### src/rtl/receptor_nota_buzzer.sv
// -----------------------------------------------------------------------------
// receptor_nota_buzzer
// Receives the 3-bit note code sent by the game top level. The code is
// synchronised and debounced, and the selected note is then played as a
// square wave on the buzzer pin for a fixed number of clock cycles.
//
// Ports:
//   clock       in   system clock (50 MHz nominal)
//   reset       in   synchronous, active-low reset
//   arduino_in  in   [2:0] note code: 0 = silence, 1..7 = do..si
//   buzzer      out  square-wave tone
//   tocando     out  high while a note is playing
//   nota        out  [2:0] code of the note being played, 0 when idle
//   fim_nota    out  one-cycle pulse when a note completes its full duration
//   db_estado   out  [1:0] FSM state (0 idle, 1 sync, 2 play, 3 end)
// -----------------------------------------------------------------------------
module receptor_nota_buzzer #(
   parameter int DURACAO_CICLOS = 25000000,
   parameter int ESTAVEL_CICLOS = 4,
   parameter int DIV_SIM        = 1
) (
   input  logic       clock,
   input  logic       reset,
   input  logic [2:0] arduino_in,
   output logic       buzzer,
   output logic       tocando,
   output logic [2:0] nota,
   output logic       fim_nota,
   output logic [1:0] db_estado
);

   localparam int DW = (DURACAO_CICLOS > 1) ? $clog2(DURACAO_CICLOS) : 1;
   localparam int SW = $clog2(ESTAVEL_CICLOS + 1);
   localparam logic [DW-1:0] DUR_ULTIMO = DW'(DURACAO_CICLOS - 1);
   localparam logic [SW-1:0] ESTAVEL_MAX = SW'(ESTAVEL_CICLOS);

   typedef enum logic [1:0] {
      OCIOSO     = 2'd0,
      SINCRONIZA = 2'd1,
      TOCA       = 2'd2,
      FIM        = 2'd3
   } estado_t;

   // Half period in cycles for each note code, scaled down by DIV_SIM and
   // never allowed to drop below one cycle.
   function automatic logic [16:0] meio_periodo(input logic [2:0] c);
      int unsigned base;
      case (c)
         3'd1:    base = 95556;
         3'd2:    base = 85131;
         3'd3:    base = 75843;
         3'd4:    base = 71586;
         3'd5:    base = 63776;
         3'd6:    base = 56818;
         3'd7:    base = 50619;
         default: base = 1;
      endcase
      base = base / DIV_SIM;
      if (base < 1)
         base = 1;
      return base[16:0];
   endfunction

   logic [2:0]    sinc1;
   logic [2:0]    s_cod;
   logic [SW-1:0] estab_cnt;
   logic          estavel;
   logic [2:0]    ultimo_cod;
   logic [2:0]    nota_reg;
   logic [DW-1:0] dur_cnt;
   logic [16:0]   meio_cnt;
   logic [16:0]   meio_lim;
   logic          buzzer_reg;
   logic          carrega;
   estado_t       state_reg;
   estado_t       state_next;

   // Two-flop synchroniser plus stability counter. The counter restarts on the
   // edge where s_cod takes a new value and saturates at ESTAVEL_CICLOS.
   always_ff @(posedge clock) begin
      if (!reset) begin
         sinc1     <= '0;
         s_cod     <= '0;
         estab_cnt <= '0;
      end else begin
         sinc1 <= arduino_in;
         s_cod <= sinc1;
         if (sinc1 != s_cod)
            estab_cnt <= '0;
         else if (estab_cnt != ESTAVEL_MAX)
            estab_cnt <= estab_cnt + 1'b1;
      end
   end

   assign estavel  = (estab_cnt == ESTAVEL_MAX);
   assign meio_lim = meio_periodo(nota_reg) - 17'd1;

   // State register
   always_ff @(posedge clock) begin
      if (!reset)
         state_reg <= OCIOSO;
      else
         state_reg <= state_next;
   end

   // Next-state logic. carrega marks the cycle in which a new note is latched,
   // either on first entry to TOCA or on a retrigger while already playing.
   always_comb begin
      state_next = state_reg;
      carrega    = 1'b0;
      case (state_reg)
         OCIOSO: begin
            if (s_cod != 3'd0 && s_cod != ultimo_cod)
               state_next = SINCRONIZA;
         end
         SINCRONIZA: begin
            // estab_cnt == 0 means s_cod changed on the last edge
            if (estab_cnt == '0)
               state_next = OCIOSO;
            else if (estavel && s_cod != 3'd0) begin
               carrega    = 1'b1;
               state_next = TOCA;
            end
         end
         TOCA: begin
            // A retrigger beats the end of the duration in the same cycle
            if (estavel && s_cod != 3'd0 && s_cod != nota_reg)
               carrega = 1'b1;
            else if (dur_cnt == DUR_ULTIMO)
               state_next = FIM;
         end
         FIM: begin
            state_next = OCIOSO;
         end
         default: state_next = OCIOSO;
      endcase
   end

   // Note datapath: stored code, duration counter and tone generator.
   always_ff @(posedge clock) begin
      if (!reset) begin
         ultimo_cod <= '0;
         nota_reg   <= '0;
         dur_cnt    <= '0;
         meio_cnt   <= '0;
         buzzer_reg <= 1'b0;
      end else begin
         // Returning to a stable 0 re-arms replay of the same note
         if (estavel && s_cod == 3'd0)
            ultimo_cod <= '0;
         if (carrega) begin
            nota_reg   <= s_cod;
            ultimo_cod <= s_cod;
            dur_cnt    <= '0;
            meio_cnt   <= '0;
            buzzer_reg <= 1'b0;
         end else if (state_reg == TOCA) begin
            dur_cnt <= dur_cnt + 1'b1;
            if (meio_cnt == meio_lim) begin
               meio_cnt   <= '0;
               buzzer_reg <= ~buzzer_reg;
            end else begin
               meio_cnt <= meio_cnt + 17'd1;
            end
         end
      end
   end

   // Outputs decoded from registers only, so they move on the state edge.
   // The tone and code are masked outside TOCA so FIM and idle read as 0.
   always_comb begin
      tocando   = (state_reg == TOCA);
      nota      = (state_reg == TOCA) ? nota_reg : 3'd0;
      buzzer    = (state_reg == TOCA) && buzzer_reg;
      fim_nota  = (state_reg == FIM);
      db_estado = state_reg;
   end

endmodule

### config.mk
export PLATFORM = sky130hd
export DESIGN_NAME = receptor_nota_buzzer
export DESIGN_NICKNAME = d
export VERILOG_FILES = /design/src/rtl/receptor_nota_buzzer.sv
export SDC_FILE = /design/constraint.sdc
export NUM_CORES = 1
export LEC_CHECK = 0
export ABC_AREA = 1
export CAP_MARGIN = 20
export CORE_UTILIZATION = 43
export CTS_CLUSTER_DIAMETER = 120
export DETAILED_ROUTE_END_ITERATION = 12
export HOLD_SLACK_MARGIN = 0.02
export PLACE_DENSITY = 0.68
export SYNTH_ARGS = -nofsm -noshare
export SYNTH_HDL_FRONTEND = slang
export SYNTH_SLANG_ARGS = --single-unit
### constraint.sdc
create_clock -name clock -period 3.77 [get_ports clock]
set_input_delay 0.377 -clock clock [delete_from_list [all_inputs] [get_ports clock]]
set_output_delay 0.377 -clock clock [all_outputs]
set_load 0.005 [all_outputs]
==> results.yml, run 1 <==
floorplanning:
  rows: 33
  core_area_mm2: 0.00834
  fp.dieH_um: 95.7
  fp.dieW_um: 95.7
  start_util: 0.452
  dieArea_mm2: 0.00915
  pin_count: 13
final_layout:
  top_register: "dur_cnt"
  n_antenna_cell: 0
  fin_nets: 610
  reg.largest.list: "dur_cnt: 25 flops, meio_cnt: 17 flops"
  multi_input_area_mm2: 0.00214
  drive_gt1_frac: 0.0617
  fin_util: 0.495
  fillerInstances: 878
  seq_area_mm2: 0.00120
  area_delta_synth_final_pct: 9.49
  largest_reg_flops: 25
global_routing:
  antenna_found_initial: 0
  grt_pass1_wl_um: 14900
  grt_start_max_net_pins: 28
  grt_pass1_vias: 3236
  grt_use_total: 0.216
  gr-total-overflow: 0
timing:
  min_period_ns: 2.94
  rsz0062_at_grt: "no"
  finalClockSkew_ns: 0.00944
  worst_pin_slew_ns: 0.690
  tns_ns: 0
  slew_violations: 0
  slew_headroom: 0.539
  fmax_mhz: 341
  min_period_over_period: 0.779
  hold_ws_ns: 0.452
  setup_violations: 0
  hold_viol: 0
power_and_ir_drop:
  max-vdd-ir-drop_mv: 0.261
  p_sw_uw: 428
  total_power_uw: 1460
  switching_share: 0.292
  power_density_mw_per_mm2: 354
  p_leak_uw: 0.00189
  clockPowerShare: 0.387
  comb_power_share: 0.149
  seq_power_share: 0.464
  p_int_uw: 1040
clock_tree:
  cts.hold.buffers_added: 0
  cts_buffers: 9
  cts_num_sinks: 60
  clk_pin_slew_ns: 0.07
  clockRootBuffer: "clkbuf_8"
  clk_path_buf_depth: 2
  h-tree-depth: 3
  postCtsSetupRepairBufs: 0
  insertion_delay_ns: 0.34
  cts_resized: 0
  cts_tree: "done"
logic_synthesis:
  yosys_warnings: 0
  seq_area_frac_synth: 0.318
  syn_area_mm2: 0.00377
  syn_avg_cell_area_um2: 6.46
  synth_top_flop_cell: "dfxtp_1"
  ys_types: 35
  synth_edf_count: 0
  syn-num-nets: 599
  ys_seq_elements: 60
  ys_async_sr_fraction: 0
  netlist_instances: 584
worst_setup_path:
  worstSetupStartpointType: "flop"
  path_max_fanout: 12
  worstPathRequired_ns: 4.01
  cp-end-kind: "flop"
  crit_arrival_ns: 3.17
  crit_type: "flop to flop"
drt:
  viasPerCell: 5.15
  drt-initial-drc-count: 256
  drc: 0
  wl_per_cell_um: 13.0
  wl_um: 9180
  vias: 3631
  drt_first_pass_iters: 5
  ant_nets: 0
placed_design:
  gp_congestion: 0.969
  place_hpwl_um: 6880
  io_buffers: 12
run_status:
  status: "finished, final reports clean"
min_path:
  min_path_type: "flop to flop"
run:
  drv_cap: 0
synthesized netlist by cell type (3+ instances only):
library cell | number | share of area
buf_2 | 5 | 0.0066
nand2_1 | 153 | 0.15
nor2_1 | 60 | 0.060
inv_1 | 88 | 0.088
nand3_1 | 54 | 0.072
o211ai_1 | 7 | 0.014
o21ai_0 | 17 | 0.023
dfxtp_1 | 60 | 0.32
nand4_1 | 25 | 0.041
nor4_1 | 3 | 0.0050
buf_4 | 5 | 0.010
nor2_4 | 3 | 0.0090
nand2_2 | 3 | 0.0050
a21oi_1 | 29 | 0.038
nand3b_1 | 3 | 0.0060
xnor2_1 | 14 | 0.033
nor3_1 | 13 | 0.017
inv_2 | 3 | 0.0030
xor2_1 | 8 | 0.019
ha_1 | 10 | 0.033
final timing paths:
| check | depth (start not counted) | end | start | slack (ns) |
|---|---|---|---|---|
| setup / recovery | 16 | meio_cnt[7] | nota_reg[0] | 0.83 |
| hold / removal | 2 | s_cod[2] | sinc1[2] | 0.45 |
| setup reg to reg | 16 | meio_cnt[7] | nota_reg[0] | 0.83 |
| hold reg to reg | 2 | s_cod[2] | sinc1[2] | 0.45 |
cell type report:
| class | count | share of cell area |
|---|---|---|
| tap | 105 | 0.0318 |
| clock inverter | 5 | 0.0127 |
| sequential | 60 | 0.291 |
| timing repair buffer | 14 | 0.0327 |
| inverter | 91 | 0.0827 |
| clock buffer | 11 | 0.0318 |
| multi-input combinational | 419 | 0.517 |
critical path: stages, from the launching register on:
cell      delay [ns]
dfxtp_1         0.71
inv_1           0.27
nand2_1         0.23
nand2_2         0.10
inv_1           0.07
ha_1            0.27
nand2_1         0.11
nand3_1         0.13
nand2_1         0.08
nand2_1         0.08
nand2_1         0.05
nor2_1          0.13
nand2_1         0.11
nor2_4          0.13
nand3_4         0.15
o211ai_1        0.14
inv_1           0.06
logic make-up (layout without fill, tap and decap cells):
logic type	after synthesis	count (layout)	share of synthesized area
DFF	60	60	0.318
buffers and inverters	105	121	0.115
and+or+nand+nor	330	330	0.400
adders and majority gates	10	10	0.0332
xor gates and xnor gates	22	22	0.0511
AOI/OAI and AO/OA	57	57	0.0819
cell usage in the layout (no fill, tap or decap), types with 2 or more instances in the layout:
master,n
clkbuf_8,9
o21ai_0,17
xnor2_1,14
dfxtp_1,60
nor2_4,3
nor4_1,3
nand2_1,153
nor2_2,2
nand3_1,54
or2_2,2
nand2_4,2
nand4_1,25
inv_1,88
nor3_1,13
o211ai_1,7
clkinv_2,3
inv_2,3
ha_1,10
xor2_1,8
nor2_1,60
clkbuf_1,2
buf_4,2
a21oi_1,29
nor3b_1,2
nand2_2,3
clkdlybuf4s50_1,12
nand3b_1,3
metal layers:
metal | wire length (um) | track usage | vias to the layer above
li1 | - | - | 1897
met1 | 4280 | 0.281 | 1615
met2 | 4130 | 0.346 | 99
met3 | 494 | 0.0447 | 20
met4 | 268 | 0.0933 | 0
met5 | 0 | 0 | -
power by group through the flow:
| stage | Sequential, uW | Clock [uW] | Combinational [uW] |
|---|---|---|---|
| final | 679 | 566 | 218 |
| after detailed placement | 694 | 0 | 219 |
| after CTS | 680 | 578 | 221 |
| after global placement | 692 | 0 | 218 |
| after floorplan | 686 | 0 | 160 |
| after global routing | 682 | 599 | 250 |
through the flow:
step                      setup WS, ns  cells  cell area, um2
after floorplan                   1.68    584            3770
after global placement            1.03    689            3950
after detailed placement         0.902    689            3950
after CTS                        0.897    705            4130
after global routing             0.544    705            4130
final                            0.834    705            4130
Power figures use the tool's default switching activity.
==> run 2, diff against run 1 <==
==> constraint.sdc (replaced) <==
create_clock -name clock -period 2.9 [get_ports clock]
set_input_delay 0.29 -clock clock [delete_from_list [all_inputs] [get_ports clock]]
set_output_delay 0.29 -clock clock [all_outputs]
set_load 0.005 [all_outputs]
==> run 2 against run 1 <==
Against the previous run:
- setup slack got worse by 0.37 ns
- non-clock buffer count rose by 4
- design area rose by 1.2%
- critical path depth rose by 1
- wire length fell by 0.68%
- sequential cell count did not move
- largest cell class unchanged
- largest power group unchanged
- highest routed layer unchanged
==> results.yml, run 2 (synthesis results as in run 1) <==
timing:
  hold_viol: 0
  setup_violations: 0
  min_period_over_period: 0.840
  worst_pin_slew_ns: 0.562
  rsz0062_at_grt: "no"
  min_period_ns: 2.44
  slew_headroom: 0.622
  tns_ns: 0
  slew_violations: 0
  fmax_mhz: 411
  finalClockSkew_ns: 0.0106
worst_setup_path:
  cpPeakStageDelay_ns: 0.31
  crit_type: "flop to flop"
  slowest_stage: "dfxtp_1"
  startpoint: "nota_reg[0]"
  worst_r2r_startpoint: "nota_reg[0]"
  cp_common_cell: "nand2_1"
  crit_chain: "inv_1 > nand2_1 > nand2_2 > inv_1 > ha_1 > inv_1 > nor2_1 > nor2_1 > nand2_1 > nand2_1 > nand2_1 > nor2_1 > nand2_1 > nor2_4 > nand3_4 > o211ai_1 > inv_1"
  path_max_fanout: 10
  worstPathRequired_ns: 3.13
  crit_arrival_ns: 2.67
  cp-end-kind: "flop"
  worstSetupStartpointType: "flop"
placed_design:
  gp_congestion: 0.935
  placed_cells: 693
  io_buffers: 12
  postPlaceCellArea_mm2: 0.00398
  place_hpwl_um: 6930
clock_tree:
  cts_resized: 0
  cts_tree: "done"
  cts_buffers: 9
  cts_num_sinks: 60
  cts.hold.buffers_added: 0
  insertion_delay_ns: 0.34
  postCtsSetupRepairBufs: 0
  h-tree-depth: 3
  clk_path_buf_depth: 2
  clockRootBuffer: "clkbuf_8"
  clk_pin_slew_ns: 0.07
global_routing:
  gr-total-overflow: 0
  grt_start_max_net_pins: 32
  grt_pass1_vias: 3361
  antenna_found_initial: 0
  grt_use_total: 0.220
  grt_pass1_wl_um: 15400
floorplanning:
  dieArea_mm2: 0.00915
  fp.dieH_um: 95.7
  core_area_mm2: 0.00834
  rows: 33
  start_util: 0.452
  pin_count: 13
  fp.dieW_um: 95.7
drt:
  drt_first_pass_iters: 5
  wl_um: 9110
  vias: 3650
  viasPerCell: 5.15
  drc: 0
  ant_nets: 0
  wl_per_cell_um: 12.9
  drt-initial-drc-count: 225
final_layout:
  top_register: "dur_cnt"
  layout_common_cells: "153 x nand2_1, 88 x inv_1, 60 x nor2_1, 60 x dfxtp_1, 54 x nand3_1"
  n_antenna_cell: 0
  fillerInstances: 871
  reg.largest.list: "dur_cnt: 25 flops, meio_cnt: 17 flops"
  final_common_cell: "nand2_1"
  fin_area_mm2: 0.00418
  fin_nets: 614
  largest_reg_flops: 25
  drive_gt1_frac: 0.0695
  multi_input_area_mm2: 0.00214
  area_delta_synth_final_pct: 10.8
  seq_area_mm2: 0.00120
  final_cells: 709
run_status:
  status: "finished, final reports clean"
run:
  drv_cap: 0
power_and_ir_drop:
  p_leak_uw: 0.00191
  max-vdd-ir-drop_mv: 0.326
  power_density_mw_per_mm2: 462
min_path:
  min_path_type: "flop to flop"
  worstHoldStart: "sinc1[2]"
-- run 2: changes by cell type in the layout (fill, tap and decap cells not counted) --
cell | previous run | this run
buf_4 | 2 | 6
clkbuf_1 | 2 | 1
clkbuf_8 | 9 | 10
clkinv_2 | 3 | 0
clkinv_4 | 0 | 1
clkinvlp_4 | 1 | 3
-- run 2: layout make-up --
cell class,instances,share of cell area
Clock buffer,11,0.0338
Clock inverter,5,0.0147
Inverter,91,0.0817
Multi-Input combinational cell,419,0.511
Sequential cell,60,0.287
Tap cell,105,0.0314
Timing Repair Buffer,18,0.0395
-- run 2: power by group --
part / internal, uW / switching [uW]
Combinational: 105 / 183
Sequential: 850 / 32.1
Clock: 422 / 338
Total: 1380 / 553
-- run 2: stage by stage --
step                      hold slack, ns  total power [uW]  worst slack (ns)   util
after global routing               0.466              2030             0.186  0.501
after detailed placement           0.442              1190             0.477  0.477
after CTS                          0.455              1960             0.445  0.501
after floorplan                    0.388              1100             0.810      -
after global placement             0.435              1190             0.503  0.477
final                              0.449              1930             0.465  0.501
-- run 2: per-layer routing --
metal  GRT usage  wire length, um  vias up
met3      0.0526              521       19
met4      0.0833              199        0
li1            -                -     1910
met1       0.281             4220     1624
met5           0                0        -
met2       0.356             4170       97
-- run 2: critical path, delay by kind of cell, from the launching register on --
family                     cells  cell delay (ns)
buffers and inverters          4             0.45
adders and majority gates      1             0.27
and+or+nand+nor               11             1.16
AOI/OAI and AO/OA              1             0.13
DFF                            1             0.31
-- run 2: worst paths after layout --
kind / to / slack [ns] / depth (start not counted)
max: meio_cnt[11] / 0.46 / 17
min: s_cod[2] / 0.45 / 2
max reg2reg: meio_cnt[11] / 0.46 / 17
min reg2reg: s_cod[2] / 0.45 / 2
